## config.mk

```make
export PLATFORM = sky130hd
export DESIGN_NAME = mem_arbiter
export DESIGN_NICKNAME = d
export VERILOG_FILES = /design/src/rtl/mem_arbiter.sv
export SDC_FILE = /design/constraint.sdc
export NUM_CORES = 1
export LEC_CHECK = 0
export CORE_MARGIN = 2
export CORE_UTILIZATION = 31
export CTS_CLUSTER_DIAMETER = 100
export DETAILED_ROUTE_END_ITERATION = 8
export GPL_TIMING_DRIVEN = 0
export PLACE_DENSITY = 0.79
export SLEW_MARGIN = 20
export SYNTH_ARGS = -nofsm -noshare
export SYNTH_HDL_FRONTEND = slang
export SYNTH_SLANG_ARGS = --single-unit
```

## constraint.sdc

```tcl
create_clock -name clk -period 2 [get_ports clk]
set_input_delay 0.4 -clock clk [delete_from_list [all_inputs] [get_ports clk]]
set_output_delay 0.4 -clock clk [all_outputs]
set_load 0.02 [all_outputs]
```

## src/rtl/mem_arbiter.sv

```systemverilog
// -----------------------------------------------------------------------------
// mem_arbiter
//
// Two-port arbiter/sequencer in front of a single combinational-read memory.
// Port 0 (CPU) and port 1 (loader/DMA) raise req and hold their operation
// until a one-cycle ack. One access is in flight at a time. Grants alternate
// round-robin under contention. Reads hold mem_read for READ_WAIT cycles
// (legal 1..15) so the memory's read delay settles before data is captured.
//
// Ports
//   clk, reset          : rising-edge clock, asynchronous active-low reset
//   m0_req/we/addr/wdata: port 0 request (we=1 write, 0 read)
//   m0_rdata, m0_ack    : port 0 registered read data and completion pulse
//   m1_*                : same for port 1
//   mem_read, mem_write : memory strobes, high only while an access is busy
//   mem_addr            : address to memory (0 outside an access)
//   mem_write_data      : write data to memory (0 outside an access)
//   mem_read_data       : combinational read data from memory
// -----------------------------------------------------------------------------
module mem_arbiter #(
    parameter int READ_WAIT = 3
) (
    input  logic        clk,
    input  logic        reset,
    input  logic        m0_req,
    input  logic        m0_we,
    input  logic [31:0] m0_addr,
    input  logic [31:0] m0_wdata,
    output logic [31:0] m0_rdata,
    output logic        m0_ack,
    input  logic        m1_req,
    input  logic        m1_we,
    input  logic [31:0] m1_addr,
    input  logic [31:0] m1_wdata,
    output logic [31:0] m1_rdata,
    output logic        m1_ack,
    output logic        mem_read,
    output logic        mem_write,
    output logic [31:0] mem_addr,
    output logic [31:0] mem_write_data,
    input  logic [31:0] mem_read_data
);

    // A read spends READ_WAIT cycles in BUSY: the counter runs READ_WAIT-1..0.
    localparam logic [3:0] READ_CNT_INIT = 4'(READ_WAIT - 1);

    typedef enum logic [1:0] {
        IDLE = 2'd0,
        BUSY = 2'd1,
        ACK  = 2'd2
    } state_t;

    state_t      state_reg, state_next;
    logic        gnt_reg, gnt_next;
    logic        last_reg, last_next;
    logic [3:0]  cnt_reg, cnt_next;
    logic        pick;

    // Port bundles gathered into vectors so the granted port can be muxed.
    logic [1:0]  req_v;
    logic [1:0]  we_v;
    logic [1:0]  ack_v;
    logic [31:0] addr_v  [2];
    logic [31:0] wdata_v [2];

    logic        busy;
    logic        we_g;
    logic        capture;

    assign req_v      = {m1_req, m0_req};
    assign we_v       = {m1_we, m0_we};
    assign addr_v[0]  = m0_addr;
    assign addr_v[1]  = m1_addr;
    assign wdata_v[0] = m0_wdata;
    assign wdata_v[1] = m1_wdata;

    // ------------------------------------------------------------------
    // State register
    // ------------------------------------------------------------------
    always_ff @(posedge clk or negedge reset) begin
        if (!reset) begin
            state_reg <= IDLE;
            gnt_reg   <= 1'b0;
            last_reg  <= 1'b1;  // port 0 wins the first contention
            cnt_reg   <= 4'd0;
        end else begin
            state_reg <= state_next;
            gnt_reg   <= gnt_next;
            last_reg  <= last_next;
            cnt_reg   <= cnt_next;
        end
    end

    // ------------------------------------------------------------------
    // Next-state logic
    // ------------------------------------------------------------------
    always_comb begin
        state_next = state_reg;
        gnt_next   = gnt_reg;
        last_next  = last_reg;
        cnt_next   = cnt_reg;
        // Single requester wins outright; on contention the port not served
        // last time goes next.
        pick       = (req_v == 2'b11) ? ~last_reg : req_v[1];

        case (state_reg)
            IDLE: begin
                if (req_v != 2'b00) begin
                    gnt_next   = pick;
                    last_next  = pick;
                    state_next = BUSY;
                    cnt_next   = we_v[pick] ? 4'd0 : READ_CNT_INIT;
                end
            end
            BUSY: begin
                if (cnt_reg != 4'd0) begin
                    cnt_next = cnt_reg - 4'd1;
                end else begin
                    state_next = ACK;
                end
            end
            ACK: begin
                state_next = IDLE;
            end
            default: begin
                state_next = IDLE;
            end
        endcase
    end

    // ------------------------------------------------------------------
    // Memory-side outputs, decoded from registered state. Requesters hold
    // their inputs stable through the access, so the mux is steady too.
    // ------------------------------------------------------------------
    assign busy           = (state_reg == BUSY);
    assign we_g           = we_v[gnt_reg];
    assign capture        = busy && (cnt_reg == 4'd0) && !we_g;
    assign mem_read       = busy && !we_g;
    assign mem_write      = busy && we_g;
    assign mem_addr       = busy ? addr_v[gnt_reg]  : 32'd0;
    assign mem_write_data = busy ? wdata_v[gnt_reg] : 32'd0;

    // ------------------------------------------------------------------
    // Per-port read-data holding register and ack decode.
    // ------------------------------------------------------------------
    generate
        for (genvar gi = 0; gi < 2; gi++) begin : g_port
            logic [31:0] rdata_reg;

            assign ack_v[gi] = (state_reg == ACK) && (gnt_reg == 1'(gi));

            // Only a completing read on this port updates its data.
            always_ff @(posedge clk or negedge reset) begin
                if (!reset) begin
                    rdata_reg <= 32'd0;
                end else if (capture && (gnt_reg == 1'(gi))) begin
                    rdata_reg <= mem_read_data;
                end
            end
        end
    endgenerate

    assign m0_rdata = g_port[0].rdata_reg;
    assign m1_rdata = g_port[1].rdata_reg;
    assign m0_ack   = ack_v[0];
    assign m1_ack   = ack_v[1];

endmodule

```

==> flow_summary.ini <==
[timing]
drv_slew = 0
slew_headroom_pct = 72.9
holdWs_ns = -0.000402
fmax_mhz = 498
setup-violations-final = 4
post-route-min-period_ns = 2.01
finalHoldViolations = 1
rsz0062_at_grt = true
fin_ws_ns = -0.00731
tightest_slew_ns = 0.407
clock_skew_ns = 0.00771
period_share_pct = 100

[logic_synthesis]
synth_compound_area_share_pct = 2.06
avgSynthCellArea_sq_um = 11.8
synth_cells = 325
ys_ff_latch = 72
syn_nets = 492
yosysSeqAreaShare_pct = 47.0
yosysWarnings = 0
synth_area_sq_um = 3830
synth_mux_area_share_pct = 37.1
synthAdderAreaFrac_pct = 0.326
synth_xor_area_share_pct = 0
synth_cell_types = 36
synthSimpleGateAreaFrac_pct = 10.1
synth_top_family_by_area = multiplexers

[critical_path]
cp-end-kind = register
slowest_stage = or3b_4
cp.arrival_ns = 2.22
cp_top_family = simple AND/OR/NAND/NOR gates
crit_type = reg -> reg
worstPathCellList = inv_2, ha_4, or3b_4, nor4_4, buf_6, clkbuf_16, mux2_4
max_stage_delay_ns = 0.40
startpoint_type = register
required_ns = 2.21
crit_fanout = 8
cp.buffers_inverters = 3

[clock_network]
clock_path_buffers = 2
cts_tree = yes
ctsHoldBuffers = 0
cts_buffers = 9
cts_max_level = 3
path_clk_slew_ns = 0.06
cts_sinks = 72
clk_latency_ns = 0.33
cts_root_buffer = clkbuf_16

[cells_and_area]
final_cells = 829
drive_above_1_share_pct = 36.8
mostFrequentLayoutCell = clkdlybuf4s50_1
synthToLayoutAreaGrowth_pct = 110
nets = 823
final_cell_mix = clkdlybuf4s50_1 (227), dfrtp_1 (70), mux2i_1 (49)
fin_util_pct = 66.7
final_cell_area_sq_um = 8050

[pwr]
p_per_area_nw_per_um2 = 1670
vdd_drop_max_mv = 0.992
report.power.total_uw = 13400
power.leakage_uw = 0.00354

[drt]
drt_first_iter_violations = 122
viasPerCell = 4.69
antenna_left = 0
drc = 0
first_pass_iters = 4
routedWlPerCell_microns = 19.2
wl_mm = 15.9
vias = 3887

[global_routing]
grt_pass1_vias = 3999
grt_use_total_pct = 21.4
globalRouteOverflowTotal = 0
grt_max_degree = 43
grt_pass1_wl_mm = 21.7
antenna_found_initial = 1

[die]
chipWidth_microns = 115
start_util_pct = 31.8
core_sq_um = 12100
io_pins = 298
dieHeight_microns = 115
rows = 40
die_area_sq_um = 13300

[min_path]
min_path_type = in -> async

[place]
gp_congestion = 0.758
port-buffer-count = 297
dpl_cell_area_sq_um = 7030
place_inst = 791
dp_hpwl_mm = 11.6

[outcome]
status = finished with violations
violations = negative hold slack, negative setup slack

[run]
cap_violations = 0
-- logic make-up (layout without fill, tap and decap cells) --
kind of cell / Yosys count / count (layout)
compound gates: 12 / 12
fa+ha+maj: 1 / 1
buf+inv: 25 / 360
flops: 72 / 72
mux: 130 / 130
other cells: 0 / 1
simple gates: 85 / 85
-- Yosys cell counts, drive strengths merged --
library cell / instances / share of area [%]
mux2: 65 / 20
nand4: 1 / 0.16
a22o: 1 / 0.23
o22ai: 1 / 0.16
clkbuf: 2 / 0.20
or3b: 1 / 0.29
and3b: 1 / 0.23
o221a: 1 / 0.29
a21boi: 1 / 0.20
or3: 1 / 0.16
a31oi: 1 / 0.16
and2: 1 / 0.16
nor2: 70 / 6.9
inv: 3 / 0.29
dfstp: 1 / 0.69
a21oi: 3 / 0.39
nor3b: 2 / 0.52
nor2b: 1 / 0.16
nand3: 1 / 0.13
nand4b: 1 / 0.23
nor4: 1 / 0.56
a221oi: 1 / 0.23
buf: 20 / 2.9
o21ai: 3 / 0.39
mux2i: 65 / 17
dfrtp: 71 / 46
or4: 1 / 0.20
or2: 1 / 0.16
nand2b: 1 / 0.16
nand2: 1 / 0.098
ha: 1 / 0.33
-- metal layers --
layer  up-vias  global-route usage, %  share of wire [%]
met2       174                   38.7                 52
li1       1803                      -                  -
met3        27                   8.12                8.6
met1      1883                   24.0                 37
met4         0                   4.66                1.9
met5         -                      0                  0
-- per-stage QoR --
stage / setup TNS (ns) / worst slack (ns)
after detailed placement: -39.97 / -0.727
after global placement: -162.73 / -1.77
after CTS: -1.83 / -0.0690
after global routing: -2.32 / -0.0874
final: -0.0232 / -0.00731
after floorplan: 0 / 0.0588
-- worst register-to-register path, stage by stage (launching register included) --
cell and delay [ns]:
dfrtp_1 0.38, inv_2 0.09, ha_4 0.15, or3b_4 0.40
nor4_4 0.15, buf_6 0.23, clkbuf_16 0.18, mux2_4 0.30
-- power breakdown --
group	internal (uW)	total (uW)	leakage [uW]	switching [uW]
clock network	964	1590	0.000138	626
logic	4790	9230	0.00252	4440
registers	2160	2590	0.000889	425
total	7910	13400	0.00354	5490
-- cell type report --
cell class	instances	area, sq um
diodes	1	2.50
plain buffers	22	329
clock buffers	9	225
clock inverters	6	67.6
fillers	929	4020
inverters	3	11.3
multi-input cells	228	2280
flip-flops and latches	72	1800
well taps	168	210
repair buffers	320	3110
-- path summary, 6_finish.rpt --
check | from | to | slack (ns) | cells after the start
setup / recovery | cnt_reg[0] | m0_rdata[14] | -0.007 | 7
hold / removal | reset | m1_rdata[3] | -0.0004 | 1
setup reg to reg | cnt_reg[0] | m0_rdata[14] | -0.007 | 7
hold reg to reg | m1_rdata[30] | m1_rdata[30] | 0.50 | 1
max in group asynchronous | reset | last_reg | 1.38 | 2
min in group clk | m1_rdata[30] | m1_rdata[30] | 0.50 | 1
-- timing repair --
action | in CTS | in global routing
endpoints found under the setup margin | 130 | 99
buffers inserted | 7 | 8
gates cloned | 2 | 5
pin swaps | 7 | 5
resized for setup | 349 | 108
Note: power is estimated with default switching activity, not from simulation.
